==> src/rtl/tl_rx_fc_pkg.sv <==
// Shared types and constants for the TL RX flow-control credit tracking path.
// FSM state encoding, data-credit unit sizes per counter width, and statistics width.
package tl_rx_fc_pkg;

    typedef enum logic [1:0] {
        ST_IDLE   = 2'd0,
        ST_CHECK  = 2'd1,
        ST_ACCEPT = 2'd2,
        ST_DROP   = 2'd3
    } fc_state_e;

    // One data credit covers 4 DW at 12-bit width; scaled FC multiplies it by 4 per +2 bits.
    localparam int DATA_UNIT_DW_12 = 4;
    localparam int DATA_UNIT_DW_14 = 16;
    localparam int DATA_UNIT_DW_16 = 64;

    localparam int STAT_W = 16;

    function automatic int data_unit_shift(input int data_field_size);
        return 2 + (data_field_size - 12);
    endfunction

endpackage

==> src/rtl/tl_rx_dw_to_data_credits.sv <==
// Combinational DW-to-data-credit conversion (ceiling division by the credit unit).
// A zero Length with payload means 2^PAYLOAD_LENGTH DW; no payload means zero credits.
module tl_rx_dw_to_data_credits
    import tl_rx_fc_pkg::*;
#(
    parameter int PAYLOAD_LENGTH  = 10,
    parameter int DATA_FIELD_SIZE = 12
) (
    input  logic [PAYLOAD_LENGTH-1:0]  len_dw_i,
    input  logic                       has_data_i,
    output logic [DATA_FIELD_SIZE-1:0] credits_o
);

    localparam int SHIFT = data_unit_shift(DATA_FIELD_SIZE);
    // Wide enough for 2^PAYLOAD_LENGTH plus the round-up term without overflow.
    localparam int SUM_W = PAYLOAD_LENGTH + SHIFT + 1;

    logic [SUM_W-1:0] len_full;
    logic [SUM_W-1:0] rounded;
    logic [SUM_W-1:0] quot;

    always_comb begin
        len_full = '0;
        if (has_data_i) begin
            if (len_dw_i == '0) len_full = SUM_W'(1) << PAYLOAD_LENGTH;
            else                len_full = SUM_W'(len_dw_i);
        end
        rounded   = len_full + SUM_W'((1 << SHIFT) - 1);
        quot      = rounded >> SHIFT;
        credits_o = DATA_FIELD_SIZE'(quot);
    end

endmodule

==> src/rtl/tl_rx_credits_received_tracker.sv <==
// CREDITS_RECEIVED (hdr/data) tracker for one FC type: checks each TLP with the overflow checker, then commits or drops it.
// Optional TL_RX_OVERFLOW_STAT_EN adds a saturating ovf_drop_cnt output counting overflow verdicts.
module tl_rx_credits_received_tracker
    import tl_rx_fc_pkg::*;
#(
    parameter int PAYLOAD_LENGTH  = 10,
    parameter int HDR_FIELD_SIZE  = 8,
    parameter int DATA_FIELD_SIZE = 12
) (
    input  logic                       clk,
    input  logic                       rst_n,
    input  logic                       tlp_hdr_valid,
    input  logic                       tlp_has_data,
    input  logic [PAYLOAD_LENGTH-1:0]  tlp_length_dw,
    input  logic                       tlp_end,
    input  logic                       tlp_discard,
    input  logic                       receiver_overflow_error,
    output logic [HDR_FIELD_SIZE-1:0]  rcv_hdr,
    output logic [DATA_FIELD_SIZE-1:0] rcv_data,
    output logic [PAYLOAD_LENGTH-1:0]  buffer_in_dw,
    output logic                       receiver_overflow_en,
    output logic                       tlp_accept,
    output logic                       tlp_drop,
    output logic                       tlp_seq_err,
`ifdef TL_RX_OVERFLOW_STAT_EN
    output logic [STAT_W-1:0]          ovf_drop_cnt,
`endif
    output fc_state_e                  fsm_state_o
);

    fc_state_e                  state_q, state_d;
    logic [PAYLOAD_LENGTH-1:0]  len_q, len_d;
    logic                       has_data_q, has_data_d;
    logic [HDR_FIELD_SIZE-1:0]  rcv_hdr_q, rcv_hdr_d;
    logic [DATA_FIELD_SIZE-1:0] rcv_data_q, rcv_data_d;
    logic                       accept_q, accept_d;
    logic                       drop_q, drop_d;
    logic                       seq_err_q, seq_err_d;
    logic [DATA_FIELD_SIZE-1:0] tlp_credits;
    logic                       close_tlp;
    logic                       commit;

    tl_rx_dw_to_data_credits #(
        .PAYLOAD_LENGTH  (PAYLOAD_LENGTH),
        .DATA_FIELD_SIZE (DATA_FIELD_SIZE)
    ) u_dw_to_credits (
        .len_dw_i   (len_q),
        .has_data_i (has_data_q),
        .credits_o  (tlp_credits)
    );

    // Handshake: strobes are 1-cycle pulses; the checker verdict is only meaningful
    // while receiver_overflow_en is high and is sampled on the clock edge ending CHECK.
    always_comb begin
        state_d    = state_q;
        len_d      = len_q;
        has_data_d = has_data_q;
        rcv_hdr_d  = rcv_hdr_q;
        rcv_data_d = rcv_data_q;
        accept_d   = 1'b0;
        drop_d     = 1'b0;
        seq_err_d  = 1'b0;
        close_tlp  = 1'b0;
        commit     = 1'b0;

        case (state_q)
            ST_IDLE: begin
                if (tlp_hdr_valid) state_d = ST_CHECK;
            end
            ST_CHECK: begin
                if (tlp_end) begin
                    close_tlp = 1'b1;
                    commit    = !receiver_overflow_error && !tlp_discard;
                end else begin
                    state_d = receiver_overflow_error ? ST_DROP : ST_ACCEPT;
                end
            end
            ST_ACCEPT: begin
                if (tlp_end) begin
                    close_tlp = 1'b1;
                    commit    = !tlp_discard;
                end
            end
            ST_DROP: begin
                if (tlp_end) close_tlp = 1'b1;
            end
            default: state_d = ST_IDLE;
        endcase

        if (close_tlp) begin
            state_d  = ST_IDLE;
            accept_d = commit;
            drop_d   = !commit;
            if (commit) begin
                rcv_hdr_d  = rcv_hdr_q + HDR_FIELD_SIZE'(1);
                rcv_data_d = rcv_data_q + tlp_credits;
            end
        end

        // A header may open a new TLP only when none is open or the current one closes now.
        if (tlp_hdr_valid && (state_q == ST_IDLE || close_tlp)) begin
            state_d    = ST_CHECK;
            len_d      = tlp_has_data ? tlp_length_dw : '0;
            has_data_d = tlp_has_data;
        end else if (tlp_hdr_valid) begin
            seq_err_d = 1'b1;
        end
    end

    always_ff @(posedge clk) begin
        if (!rst_n) begin
            state_q    <= ST_IDLE;
            len_q      <= '0;
            has_data_q <= 1'b0;
            rcv_hdr_q  <= '0;
            rcv_data_q <= '0;
            accept_q   <= 1'b0;
            drop_q     <= 1'b0;
            seq_err_q  <= 1'b0;
        end else begin
            state_q    <= state_d;
            len_q      <= len_d;
            has_data_q <= has_data_d;
            rcv_hdr_q  <= rcv_hdr_d;
            rcv_data_q <= rcv_data_d;
            accept_q   <= accept_d;
            drop_q     <= drop_d;
            seq_err_q  <= seq_err_d;
        end
    end

`ifdef TL_RX_OVERFLOW_STAT_EN
    logic [STAT_W-1:0] ovf_cnt_q;

    always_ff @(posedge clk) begin
        if (!rst_n) begin
            ovf_cnt_q <= '0;
        end else if (state_q == ST_CHECK && receiver_overflow_error && ovf_cnt_q != '1) begin
            ovf_cnt_q <= ovf_cnt_q + STAT_W'(1);
        end
    end

    assign ovf_drop_cnt = ovf_cnt_q;
`endif

    assign rcv_hdr              = rcv_hdr_q;
    assign rcv_data             = rcv_data_q;
    assign buffer_in_dw         = (state_q == ST_IDLE) ? '0 : len_q;
    assign receiver_overflow_en = (state_q == ST_CHECK);
    assign tlp_accept           = accept_q;
    assign tlp_drop             = drop_q;
    assign tlp_seq_err          = seq_err_q;
    assign fsm_state_o          = state_q;

endmodule

==> config.mk <==
export PLATFORM = sky130hd
export DESIGN_NAME = tl_rx_credits_received_tracker
export DESIGN_NICKNAME = d
export VERILOG_FILES = /design/src/rtl/tl_rx_fc_pkg.sv /design/src/rtl/tl_rx_dw_to_data_credits.sv /design/src/rtl/tl_rx_credits_received_tracker.sv
export SDC_FILE = /design/constraint.sdc
export NUM_CORES = 1
export LEC_CHECK = 0
export ABC_AREA = 1
export ABC_CLOCK_PERIOD_IN_PS = 2900
export BUFFER_PORTS_ARGS = -buffer_cell sky130_fd_sc_hd__buf_4
export CAP_MARGIN = 15
export CELL_PAD_IN_SITES_DETAIL_PLACEMENT = 0
export CELL_PAD_IN_SITES_GLOBAL_PLACEMENT = 1
export CORE_MARGIN = 3
export CORE_UTILIZATION = 35
export DETAILED_ROUTE_END_ITERATION = 8
export PLACE_DENSITY_LB_ADDON = 0.08
export SETUP_SLACK_MARGIN = 0.05
export SLEW_MARGIN = 20
export SYNTH_ARGS = -nofsm -noshare
export SYNTH_HDL_FRONTEND = slang
export SYNTH_SLANG_ARGS = --single-unit
==> constraint.sdc <==
create_clock -name clk -period 2.9 [get_ports clk]
set_input_delay 0.145 -clock clk [delete_from_list [all_inputs] [get_ports clk]]
set_output_delay 0.145 -clock clk [all_outputs]
set_load 0.02 [all_outputs]
== Yosys cells after proc, flatten, opt, wreduce, memory -nomap -nowiden ==
Index checks and enable logic that the tools add are counted.
W data, S select, Z words.
Cells by class
  add/subtract/negate cells: 3
  equality and inequality tests: 7
  multiplexer cells: 16
  bitwise gates (word level): 1
  reduce and logical (&&, ||, !) cells: 17
Operators by type and width (count)
  $mux W11: 2
  $mux W10: 2
  $add A11 B2 Y12 const B: 1
  $add A12 B11 Y12: 1
  $logic_not A10 Y1: 1
  $add A8 B1 Y8 const B: 1
  $mux W1: 8
  $reduce_and A3 Y1: 2
  $reduce_or A3 Y1: 2
  $eq A2 B2 Y1 const B: 2
  $mux W2: 2
  $ne A2 B2 Y1 const B: 2
  $ne A4 B2 Y1 const B: 1
  $ne A4 B3 Y1 const B: 1
  $pmux W2 S2: 1
  $reduce_and A2 Y1: 2
  $reduce_bool A4 Y1: 1
  $logic_not A1 Y1: 3
  $eq A2 B1 Y1 const B: 1
  $logic_and A1 B1 Y1: 2
  $logic_not A2 Y1: 1
  $pmux W1 S2: 1
  $reduce_bool A2 Y1: 1
  $reduce_or A2 Y1: 1
  other kinds (2): 2
Storage, ports and cells
  flip-flop bits (word level): 36
  output and inout bits: 36
  logic and storage cells: 53

== Depth between registers and ports, before layout ==
  depth in word-level cells: 7
  mapped depth: 19

== Hierarchy ==
Synthesis repeated with hierarchy kept, for this count alone.
Second synthesis, totals
  cell total of the unflattened synthesis: 383
  area total of the unflattened synthesis: 2546.2 um^2
Modules (own cells, without submodules)
  tl_rx_credits_received_tracker: times used 1, cells each 317, area an instance 2172.1 um^2, sequential area each 720.7 um^2
  tl_rx_dw_to_data_credits: times used 1, cells each 66, area an instance 374.1 um^2, sequential area each 0.0 um^2

== Worst setup path after synthesis ==
OpenSTA, ideal clock, no wires.
  kind: register -> register
  start point: reg has_data_q
  end point: reg rcv_data_q[9] (netlist: rcv_data[9])
  library setup time: 0.109 ns
  data arrival time: 1.988 ns
  required time: 2.791 ns
  path slack: 0.803 ns
  stages on the path, launching flop included: 19
  cells stage by stage: dfxtp_1 > buf_6 > nand2_2 > inv_2 > nand2_4 > nor2_8 > nand3_4 > nor2_4 > nand2_2 > xor2_1 > ha_1 > nand2_1 > inv_1 > a21oi_1 > nand3_1 > nand2_1 > nand3_1 > nand2_1 > inv_1
On the way
  longest elaborated chain between the ends: 3
Ends and longest elaborated chain
  start: declaration: RTL line tl_rx_credits_received_tracker.sv:33  | logic has_data_q, has_data_d;
  start signal: assignment: RTL line tl_rx_credits_received_tracker.sv:123  | has_data_q <= has_data_d;
  $mux W11: RTL line tl_rx_dw_to_data_credits.sv:24  | if (has_data_i) begin
  $add A11 B2 Y12: RTL line tl_rx_dw_to_data_credits.sv:28  | rounded = len_full + SUM_W'((1 << SHIFT) - 1);
  $add A12 B11 Y12: RTL line tl_rx_credits_received_tracker.sv:96  | rcv_data_d = rcv_data_q + tlp_credits;
  end signal: assignment: RTL line tl_rx_credits_received_tracker.sv:125  | rcv_data_q <= rcv_data_d;
  end: declaration: RTL line tl_rx_credits_received_tracker.sv:35  | logic [DATA_FIELD_SIZE-1:0] rcv_data_q, rcv_data_d;
No other way between the ends.
A chain may end at the register's enable or synchronous reset.

== Worst setup path in the final report ==
Same ends and word-level chain as after synthesis.

==> impl_metrics.json <==
{
  "num_rows": 29,
  "grt_overflow": 0,
  "via_per_inst": 4.64,
  "yosysSeqAreaShare_pct": 31.0,
  "postCtsSetupBuffers": 0,
  "crit_fanout": 10,
  "cts_buffers": 5,
  "synth_top_family_by_area": "simple AND/OR/NAND/NOR gates",
  "maxCapViolations": 0,
  "yosys.area_share.simple_pct": 31.0,
  "synth_nets": 376,
  "cpLargestDelayFamily": "simple AND/OR/NAND/NOR gates",
  "fin_skew_ns": 0.00962,
  "wire_per_inst_um": 11.7,
  "yosysWarnings": 0,
  "cts_tree": "built",
  "finalNetCount": 427,
  "setup_violations": 0,
  "drive_gt1_share_pct": 18.5,
  "synth_compound_area_share_pct": 13.5,
  "start_util_pct": 36.4,
  "required_ns": 3.09,
  "worst-path-stages": 14,
  "io_buffers": 52,
  "slew_headroom_pct": 64.3,
  "hold-worst-slack_ns": 0.102,
  "ys_seq_elements": 36,
  "drc": 0,
  "hold_buffers": 0,
  "slowest_stage": "dfxtp_1",
  "cts_resized": 0,
  "io_pins": 53,
  "period_needed_ns": 2.48,
  "dp_cells": 464,
  "path_buf_inv": 1,
  "cp_data_arrival_time_ns": 2.68,
  "layout_setup_ws_ns": 0.419,
  "rsz0062_at_grt": "no",
  "cts_buffer_depth": 2,
  "met1_length_mm": 2.73,
  "syn_inst": 343,
  "fin_cells": 471,
  "grt_pass1_wl_mm": 9.62,
  "routabilityCongestion": 0.789,
  "num_vias": 2187,
  "fin_crit_sh_pct": 85.6,
  "power_mw": 1.03,
  "startpoint": "has_data_q",
  "r2r-end": "rcv_data[9]",
  "rrSetupSlack_ns": 0.42,
  "endpoint": "rcv_data[9]",
  "rr_startpoint": "has_data_q",
  "yosysUniqueCellTypes": 39,
  "fin_util_pct": 44.7,
  "stdcell_area_um2": 2850,
  "fmax_mhz": 403,
  "vdd_drop_max_mv": 0.160,
  "synthAdderAreaFrac_pct": 8.94,
  "post_dp_cell_area_um2": 2760,
  "start_kind": "flop",
  "seqCellArea_um2": 721,
  "path_cells": "nand2_1, nor2_1, nand3_4, nor2_4, nand2_2, xor2_1, ha_1, nand2_1, nor2_1, nand3_1, nand4_1, nand3_1, nand2_1, inv_1",
  "tightest_slew_ns": 0.536,
  "area_growth_pct": 22.8,
  "die_h_um": 87.5,
  "dpl.hpwl_mm": 4.25,
  "htreeDepth": 2,
  "powerDensity_nw_per_um2": 363,
  "n_antenna_cell": 0,
  "top_layer": "met4",
  "fillCellCount": 701,
  "hp-class": "input port to flop",
  "grt_start_max_net_pins": 26,
  "synth.area.mux_share_pct": 0,
  "synthXorXnorAreaFrac_pct": 3.02,
  "die_area_um2": 7650,
  "drt-total-wl_mm": 5.53,
  "synthesis.area_um2": 2320,
  "worstSetupPathType": "flop to flop",
  "endpoint_kind": "flop",
  "avgSynthCellArea_um2": 6.77,
  "dpl_worst_slack_ns": 0.424,
  "outcome": "finished clean",
  "routed-wl-met2_mm": 2.46,
  "grt_pass1_vias": 2135,
  "die_w_um": 87.5,
  "multiInputGateArea_um2": 1320,
  "drt-initial-drc-count": 71,
  "clockRootBuffer": "clkbuf_8",
  "clkLatencyLatePin_ns": 0.29,
  "slew_viol_final": 0,
  "antenna_found_initial": 0,
  "setup_tns_ns": 0,
  "cts.sinks": 36,
  "hold_viol": 0,
  "total_leakage_power_nw": 1.46,
  "dr.pass1.iters": 4,
  "wl_met3_um": 264,
  "drtAntennaViolNets": 0,
  "cpPeakStageDelay_ns": 0.50,
  "rr_worst_depth": 14,
  "groute.usage.overall_pct": 15.8,
  "coreArea_um2": 6390,
  "path_clk_slew_ns": 0.08,
  "cpMostUsedCell": "nand2_1"
}
==> metal layers <==
layer | vias up | track usage (%)
met4 | 0 | 4.18
met1 | 947 | 20.6
met2 | 39 | 26.0
met5 | - | 0
met3 | 7 | 3.50
li1 | 1194 | -
==> worst min path at each step <==
stage                     cells after the start        startpoint           to
final                                         3     tlp_hdr_valid  tlp_seq_err
after global routing                          3  tlp_length_dw[7]     len_q[7]
after CTS                                     3     tlp_hdr_valid  tlp_seq_err
after detailed placement                      3     tlp_hdr_valid  tlp_seq_err
after global placement                        3  tlp_length_dw[0]     len_q[0]
after floorplan                               2     tlp_hdr_valid  tlp_seq_err
==> report_power, final <==
group | switching (mW) | total (mW) | internal (mW) | leakage [nW]
clock | 0.182 | 0.394 | 0.212 | 0.0503
sequential | 0.00978 | 0.515 | 0.506 | 0.292
combinational | 0.0753 | 0.125 | 0.0500 | 1.12
==> synth_stat cells (all sizes together) <==
cell     n  area (um2)
nor2    36         164
nand4    6        37.5
dfxtp   36         721
a21oi   22         110
a31oi    1        6.26
and3     1        6.26
nand3b   1        7.51
nand2   82         320
o21ai   12        60.1
nor4     1        6.26
a21o     2        15.0
inv     60         225
conb     1        3.75
fa       1        20.0
o22ai   10        62.6
xor2     4        35.0
ha      15         188
nor3     4        25.0
a211oi   1        7.51
xnor2    4        35.0
o21a     5        37.5
or2      1        6.26
nand3   26         148
o31ai    1        7.51
a21boi   1        7.51
buf      7        52.5
clkbuf   2        7.51
==> worst min-delay path, stage by stage <==
cell	delay [ns]
buf_4	0.10
nand3_1	0.07
inv_1	0.05
==> cell families after synthesis <==
kind of cell,Yosys count
xor+xnor,8
compound gates,55
other cells,1
fa+ha+maj,16
flops,36
buf+inv,69
simple gates,158
==> flip-flops by register name, summed over array words and instances, names as in the netlist <==
name and cells:
len_q 10, fsm_state_o 2, rcv_hdr 8, tlp_drop 1
tlp_accept 1, rcv_data 12, has_data_q 1, tlp_seq_err 1
==> cell type report <==
type	instances	share of cell area, %
multi-input combinational	238	46.1
timing repair buffer	53	13.9
inverter	60	7.89
tap	77	3.38
clock buffer	7	3.38
sequential	36	25.3
==> cell usage in the layout (no fill, tap or decap), types with 5 or more instances in the layout <==
cell type   n
a21oi_1    22
buf_4      53
clkbuf_8    7
dfxtp_1    36
ha_1       15
inv_1      58
nand2_1    79
nand3_1    24
nand4_1     6
nor2_1     32
o21a_1      5
o21ai_0     9
o22ai_1    10
Power figures use the tool's default switching activity.
